==> src/rtl/int_entry_seq_pkg.sv <==
// ============================================================================
// Module : int_entry_seq_pkg
// Brief  : Shared types and constants for the interrupt entry sequencer.
// Rev    : 1.0  initial release
// ============================================================================
`default_nettype none

package int_entry_seq_pkg;

  typedef enum logic [2:0] {
    INTSEQ_IDLE    = 3'd0,
    INTSEQ_VREQ    = 3'd1,
    INTSEQ_VWAIT   = 3'd2,
    INTSEQ_PUSH_SR = 3'd3,
    INTSEQ_PUSH_PC = 3'd4,
    INTSEQ_FETCH   = 3'd5,
    INTSEQ_DONE    = 3'd6
  } INTSEQ_state_t;

  localparam logic [31:0] INTSEQ_PUSH_SR_OFS = 32'd4;
  localparam logic [31:0] INTSEQ_PUSH_PC_OFS = 32'd8;

  // Vector table entry: VBR taken as-is, vector scaled to a longword offset.
  function automatic logic [31:0] intseq_vec_addr(input logic [31:0] vbr,
                                                  input logic [7:0]  vec);
    return vbr + {22'b0, vec, 2'b00};
  endfunction

endpackage

`default_nettype wire

==> src/rtl/int_entry_seq.sv <==
// ============================================================================
// Module : int_entry_seq
// Brief  : Interrupt entry sequencer: vector handshake, SR/PC push, handler fetch.
// Rev    : 1.0  initial release
// ============================================================================
`default_nettype none

module int_entry_seq
  import int_entry_seq_pkg::*;
(
  input  logic        CLK,
  input  logic        RST,
  input  logic        CE_R,
  input  logic        INT_REQ,
  input  logic [3:0]  INT_LVL,
  input  logic [7:0]  INT_VEC,
  output logic [3:0]  INT_MASK,
  output logic        INT_ACK,
  output logic        INT_ACP,
  output logic        VECT_REQ,
  input  logic        VECT_WAIT,
  input  logic        BOUNDARY,
  input  logic [31:0] SR,
  input  logic [31:0] PC,
  input  logic [31:0] R15,
  input  logic [31:0] VBR,
  output logic        STALL,
  output logic [31:0] MEM_A,
  output logic [31:0] MEM_DO,
  input  logic [31:0] MEM_DI,
  output logic        MEM_WE,
  output logic        MEM_REQ,
  input  logic        MEM_BUSY,
  output logic        LOAD,
  output logic [31:0] NEW_PC,
  output logic [31:0] NEW_R15,
  output logic [3:0]  NEW_SR_I
);

  INTSEQ_state_t state_q;
  logic [31:0]   sr_q, pc_q, r15_q, vbr_q;
  logic [7:0]    vec_q;
  logic [3:0]    lvl_q;
  logic          ack_q;
  logic [31:0]   new_pc_q, new_r15_q;
  logic          mem_done;

  assign INT_MASK = SR[7:4];
  assign INT_ACK  = ack_q;
  assign INT_ACP  = (state_q != INTSEQ_IDLE);
  assign STALL    = (state_q != INTSEQ_IDLE);
  assign VECT_REQ = (state_q == INTSEQ_VREQ);
  assign LOAD     = (state_q == INTSEQ_DONE);
  assign NEW_PC   = new_pc_q;
  assign NEW_R15  = new_r15_q;
  assign NEW_SR_I = lvl_q;

  // Bus port is decoded purely from registered state, so it stays stable
  // for the whole transfer however long MEM_BUSY holds it.
  always_comb begin
    MEM_REQ = 1'b0;
    MEM_WE  = 1'b0;
    MEM_A   = 32'h0;
    MEM_DO  = 32'h0;
    case (state_q)
      INTSEQ_PUSH_SR: begin
        MEM_REQ = 1'b1;
        MEM_WE  = 1'b1;
        MEM_A   = r15_q - INTSEQ_PUSH_SR_OFS;
        MEM_DO  = sr_q;
      end
      INTSEQ_PUSH_PC: begin
        MEM_REQ = 1'b1;
        MEM_WE  = 1'b1;
        MEM_A   = r15_q - INTSEQ_PUSH_PC_OFS;
        MEM_DO  = pc_q;
      end
      INTSEQ_FETCH: begin
        MEM_REQ = 1'b1;
        MEM_A   = intseq_vec_addr(vbr_q, vec_q);
      end
      default: ;
    endcase
  end

  assign mem_done = MEM_REQ && !MEM_BUSY;

  always_ff @(posedge CLK) begin
    if (RST) begin
      state_q   <= INTSEQ_IDLE;
      sr_q      <= 32'h0;
      pc_q      <= 32'h0;
      r15_q     <= 32'h0;
      vbr_q     <= 32'h0;
      vec_q     <= 8'h0;
      lvl_q     <= 4'h0;
      ack_q     <= 1'b0;
      new_pc_q  <= 32'h0;
      new_r15_q <= 32'h0;
    end else if (CE_R) begin
      ack_q <= 1'b0;
      case (state_q)
        INTSEQ_IDLE: begin
          if (INT_REQ && BOUNDARY) begin
            sr_q    <= SR;
            pc_q    <= PC;
            r15_q   <= R15;
            vbr_q   <= VBR;
            state_q <= INTSEQ_VREQ;
          end
        end
        INTSEQ_VREQ:  state_q <= INTSEQ_VWAIT;
        INTSEQ_VWAIT: begin
          if (!VECT_WAIT) begin
            vec_q   <= INT_VEC;
            lvl_q   <= INT_LVL;
            ack_q   <= 1'b1;
            state_q <= INTSEQ_PUSH_SR;
          end
        end
        INTSEQ_PUSH_SR: if (mem_done) state_q <= INTSEQ_PUSH_PC;
        INTSEQ_PUSH_PC: if (mem_done) state_q <= INTSEQ_FETCH;
        INTSEQ_FETCH: begin
          if (mem_done) begin
            new_pc_q  <= MEM_DI;
            new_r15_q <= r15_q - INTSEQ_PUSH_PC_OFS;
            state_q   <= INTSEQ_DONE;
          end
        end
        INTSEQ_DONE: state_q <= INTSEQ_IDLE;
        default:     state_q <= INTSEQ_IDLE;
      endcase
    end
  end

endmodule

`default_nettype wire
==> config.mk <==
export PLATFORM = sky130hd
export DESIGN_NAME = int_entry_seq
export DESIGN_NICKNAME = d
export VERILOG_FILES = /design/src/rtl/int_entry_seq_pkg.sv /design/src/rtl/int_entry_seq.sv
export SDC_FILE = /design/constraint.sdc
export NUM_CORES = 1
export LEC_CHECK = 0
export CORE_MARGIN = 2
export CORE_UTILIZATION = 35
export CTS_CLUSTER_SIZE = 14
export DETAILED_ROUTE_END_ITERATION = 10
export GPL_TIMING_DRIVEN = 0
export MAX_ROUTING_LAYER = met4
export PLACE_DENSITY = 0.75
export SLEW_MARGIN = 30
export SYNTH_ARGS = -nofsm -noshare
export SYNTH_HDL_FRONTEND = slang
export SYNTH_SLANG_ARGS = --single-unit
==> constraint.sdc <==
create_clock -name CLK -period 3 [get_ports CLK]
set_clock_uncertainty 0.05 [all_clocks]
set_input_delay 0.45 -clock CLK [delete_from_list [all_inputs] [get_ports CLK]]
set_output_delay 0.45 -clock CLK [all_outputs]
set_load 0.02 [all_outputs]
Yosys cells after proc, flatten, opt, wreduce, memory -nomap -nowiden
Index checks and enable logic that the tools add are counted.
{ "totals": {"ff_bits": 208, "output_inout_bits": 143, "wordCells": 48} }
{ "op_classes": {"n_addsub": 3, "n_eq_ne": 11, "mux": 12, "bitwise": 1, "n_reduce_logical": 11} }
{ "ops": {"columns": ["op", "count"], "rows": [
  ["$pmux 32 s3", 1],
  ["$pmux 32 s2", 1],
  ["$add 32x10->32", 1],
  ["$sub 32x3->32 const B", 1],
  ["$sub 32x4->32 const B", 1],
  ["$pmux 3 s6", 1],
  ["$mux 3", 5],
  ["$ne 2x2->1 const B", 5],
  ["$eq 3x3->1 const B", 3],
  ["$reduce_and 3->1", 3],
  ["$eq 3x2->1 const B", 2],
  ["$reduce_and 6->1", 1],
  ["$mux 1", 4],
  ["$eq 3x1->1 const B", 1],
  ["$logic_not 3->1", 1],
  ["$reduce_bool 3->1", 1],
  ["$reduce_or 3->1", 1],
  ["$logic_and 1x1->1", 2],
  ["$reduce_or 2->1", 1],
  ["$logic_not 1->1", 1],
  ["$not 1->1", 1]
]} }

Logic depth before layout (Yosys ltp)
{ "logic_depth": {"word_depth": 6, "depth_mapped": 9} }

Worst setup path after synthesis
No wires, ideal clock.
{ "synth_timing": {"kind": "register to output", "from": "reg r15_q[2]", "to": "out MEM_A[26]", "arrival_time_ns": 2.548, "required_time_ns": 2.500, "setup_slack_ns": -0.048, "path_stages_with_launch": 10, "cell_sequence": "dfxtp_1 clkbuf_1 inv_1 ha_1 or3b_2 or3_1 o22a_1 nor2_1 nand3_1 o221ai_1"} }
{ "synth_between": {"elab_chain_cells": 2, "word_cells_on_any_way": 3, "cone_classes": "2 x add/sub; 1 x mux"} }
{ "synth_rtl": {"columns": ["item", "line_no", "text"], "rows": [
  ["start: declaration", "int_entry_seq.sv:41", "logic [31:0] sr_q, pc_q, r15_q, vbr_q;"],
  ["start signal: assignment", "int_entry_seq.sv:93", "r15_q <= 32'h0;"],
  ["start signal: assignment", "int_entry_seq.sv:107", "r15_q <= R15;"],
  ["$sub 32x4->32 / $sub 32x3->32 (equally long branches)", "int_entry_seq.sv:75, int_entry_seq.sv:69", null],
  ["$pmux 32 s3 *", "int_entry_seq.sv:65", "case (state_q)"],
  ["end: declaration", "int_entry_seq.sv:28", "output logic [31:0] MEM_A,"]
]} }
Mark *: on every way between the ends. The rest lies on a longest branch, timed or not.

Worst setup path in the final report
{ "layout_timing": {"from": "reg r15_q[4]", "to": "out MEM_A[11]"} }
Same word-level chain as after synthesis.

==> impl_metrics.ini <==
[status]
status = complete, but fails checks
violations = setup timing

[setup_path]
arrival_ps = 3080
setup.worst_path.class = register to output pin
crit_chain = inv_4 > ha_4 > or3b_4 > or3_4 > or3_4 > o31a_1 > o22ai_2 > buf_6
cp_slowest_cell = or3_4
required_ps = 2500
r2r_slack_ps = 420
startpoint_type = register
cpMostUsedCell = or3_4
reg2reg_to = NEW_R15[29]
startpoint = r15_q[4]
end_kind = output pin
reg2reg_from = r15_q[4]
cpPeakStageDelay_ps = 430
cp_max_fo = 4
reg2regPathDepth = 11

[final_layout]
layout_commonest_cell = nand2_1
diodes = 0
area_growth_pct = 61.8
final_util_pct = 57.2
final_layout_size_suffix_gt1_share_pct = 19.1
final_cell_mix = nand2_1, clkdlybuf4s50_1, dfxtp_1, a21oi_1, buf_4
instances_no_fill = 2078
regArea_um2 = 4210
multiInputGateArea_um2 = 5970
final_nets = 1876
fin_area_um2 = 15800
n_fill_cell = 2502

[min_path]
hold_path_depth = 2
min_path_type = register to register
worstHoldStart = pc_q[11]
min_to = pc_q[11]

[synthesis]
syn_nets = 1462
synth_cell_types = 61
synth_flop_cell = dfxtp_1
synth_area_um2 = 9770
syn_avg_cell_area_um2 = 7.68
yosys_warnings = 0
syn_inst = 1271
ys_ff_latch = 208
ys_seq_area_share_pct = 42.6
synthArstFlopShare_pct = 0
synth_edf_count = 0

[routing]
drc = 0
drtIter0Drc = 655
vias = 10900
wl_per_cell_um = 19.4
wl_met2_mm = 19.0
drt_pass1_iterations = 5
routed_wl_mm = 40.4
via_per_inst = 5.27
ant_nets = 0
met1_length_mm = 17.0
wl_met3_mm = 2.67
maxUsedRoutingLayer = met4

[floorplan]
core_um2 = 27600
num_rows = 61
die_area_um2 = 29300
boundaryPins = 322
start_util_pct = 35.4
fp.dieW_um = 171
die_h_um = 171

[pwr]
max-vdd-ir-drop_uv = 365
p_per_area_nw_per_um2 = 457
leakage_nw = 6.04

[global_routing]
grt_pass1_vias = 10300
antenna_found_initial = 0
grt_first_pass_wirelength_mm = 57.6
grt_use_total_pct = 26.3
grt_max_degree = 13
overflow = 0

[clocking]
cts-root-buf = clkbuf_16
cts_tree = yes
clock_latency_ps = 530
cts_buffer_depth = 3
clkTransAtPathRegs_ps = 60
cts_htree_levels = 1
clock-sinks = 208
cts_buffers = 24

[timing]
report.final.slew_viol_count = 0
grt_setup_unrepaired = true
period_share_pct = 119
max_freq_mhz = 280
hold_viol_final = 0
slew_headroom_pct = 36.7
fin_crit_ps = 3580
tightest_slew_ps = 950
setup_ws_ps = -577
setup_violations = 25

[place]
place.detailed.hpwl_mm = 29.4
placed_area_um2 = 13500
pre_cts_ws_ps = -1120
dp.cells = 1969
port-buffer-count = 320
gp_congestion = 0.914

[flow_run]
drv_cap = 0
[critical path: cells and delay by family (launching register included)]
kind | cells | cell delay, ps
fa+ha+maj | 1 | 150
simple gates | 3 | 1210
flops | 1 | 370
compound gates | 2 | 580
buf+inv | 2 | 240
[cell families (layout without fill, tap and decap cells)]
family / after synthesis / in the layout / synth area share (%)
DFF: 208 / 208 / 42.6
adders and majority gates: 12 / 12 / 1.61
AOI/OAI and AO/OA: 346 / 346 / 21.8
and+or+nand+nor: 525 / 525 / 23.1
muxes: 14 / 14 / 1.43
buffers and inverters: 114 / 543 / 4.68
xor gates and xnor gates: 52 / 52 / 4.66
[report_power, final]
part	leakage, nW	switching (mW)	internal, mW
combinational	3.96	0.695	0.669
clock	0.389	1.17	1.79
sequential	1.70	0.0753	2.83
total	6.04	1.94	5.28
[per-layer routing]
| metal | track usage (%) | up-vias |
|---|---|---|
| li1 | - | 5239 |
| met5 | - | - |
| met2 | 42.7 | 427 |
| met3 | 4.49 | 101 |
| met1 | 32.5 | 5177 |
| met4 | 10.4 | 0 |
[layout make-up]
| class | count | area share (%) |
|---|---|---|
| Multi-Input combinational cell | 949 | 37.8 |
| Sequential cell | 208 | 26.7 |
| Timing Repair Buffer | 402 | 24.6 |
| Clock buffer | 36 | 4.46 |
| Tap cell | 378 | 2.99 |
| Buffer | 91 | 2.72 |
| Clock inverter | 5 | 0.546 |
| Inverter | 9 | 0.261 |
[per-stage QoR]
stage	setup TNS [ps]	hold slack [ps]	power, mW
final	-9540	402	7.22
after global routing	-10510	418	7.44
after CTS	-8060	404	7.09
after detailed placement	-29240	396	3.95
after global placement	-28290	392	3.95
after floorplan	0	386	3.46
[worst max-delay path by stage]
stage | endpoint | slack, ps | depth (start not counted)
finish | MEM_A[11] | -580 | 8
global route | MEM_A[27] | -640 | 6
CTS | MEM_A[23] | -580 | 7
detailed placement | MEM_A[18] | -1120 | 10
global placement | MEM_A[18] | -1120 | 10
floorplan | MEM_A[23] | 30 | 6
[registers in the layout, summed over array words and instances (netlist names)]
register  flops
r15_q        32
pc_q         32
vec_q         8
state_q       3
NEW_R15      32
NEW_SR_I      4
NEW_PC       32
INT_ACK       1
sr_q         32
vbr_q        32
[synthesized netlist by cell type (4+ instances only)]
master       n  share of area [%]
buf_4        5               0.38
nor2_1      69                2.7
nand2b_1     4               0.26
nand4_1      4               0.26
nor3_1      15               0.77
clkbuf_1    94                3.6
a211oi_1    29                2.2
nor4_1      11               0.70
nand2_1    354                 14
o2111ai_1    6               0.54
dfxtp_1    208                 43
o211ai_1     7               0.54
o31a_1       7               0.63
a22o_1      35                3.1
and3_1       7               0.45
mux2i_1     14                1.4
o221ai_1     8               0.72
or3_1        8               0.51
xor2_1      35                3.1
o22ai_1     13               0.83
a21oi_1    185                9.5
inv_1        9               0.35
nor2b_1      4               0.26
nand3_1     15               0.77
xnor2_1     17                1.5
ha_1        11                1.4
o21ai_0     33                1.7
or4_1        9               0.69
[repair_timing]
item                       4_1_cts  5_1_grt
setup endpoints to repair       69       51
pin swaps                       42       48
gates resized for setup        353      111
hold buffers                     0        0
buffers inserted                37       47
gates cloned                     1        0
No activity file was read; power rests on OpenSTA's default activity.
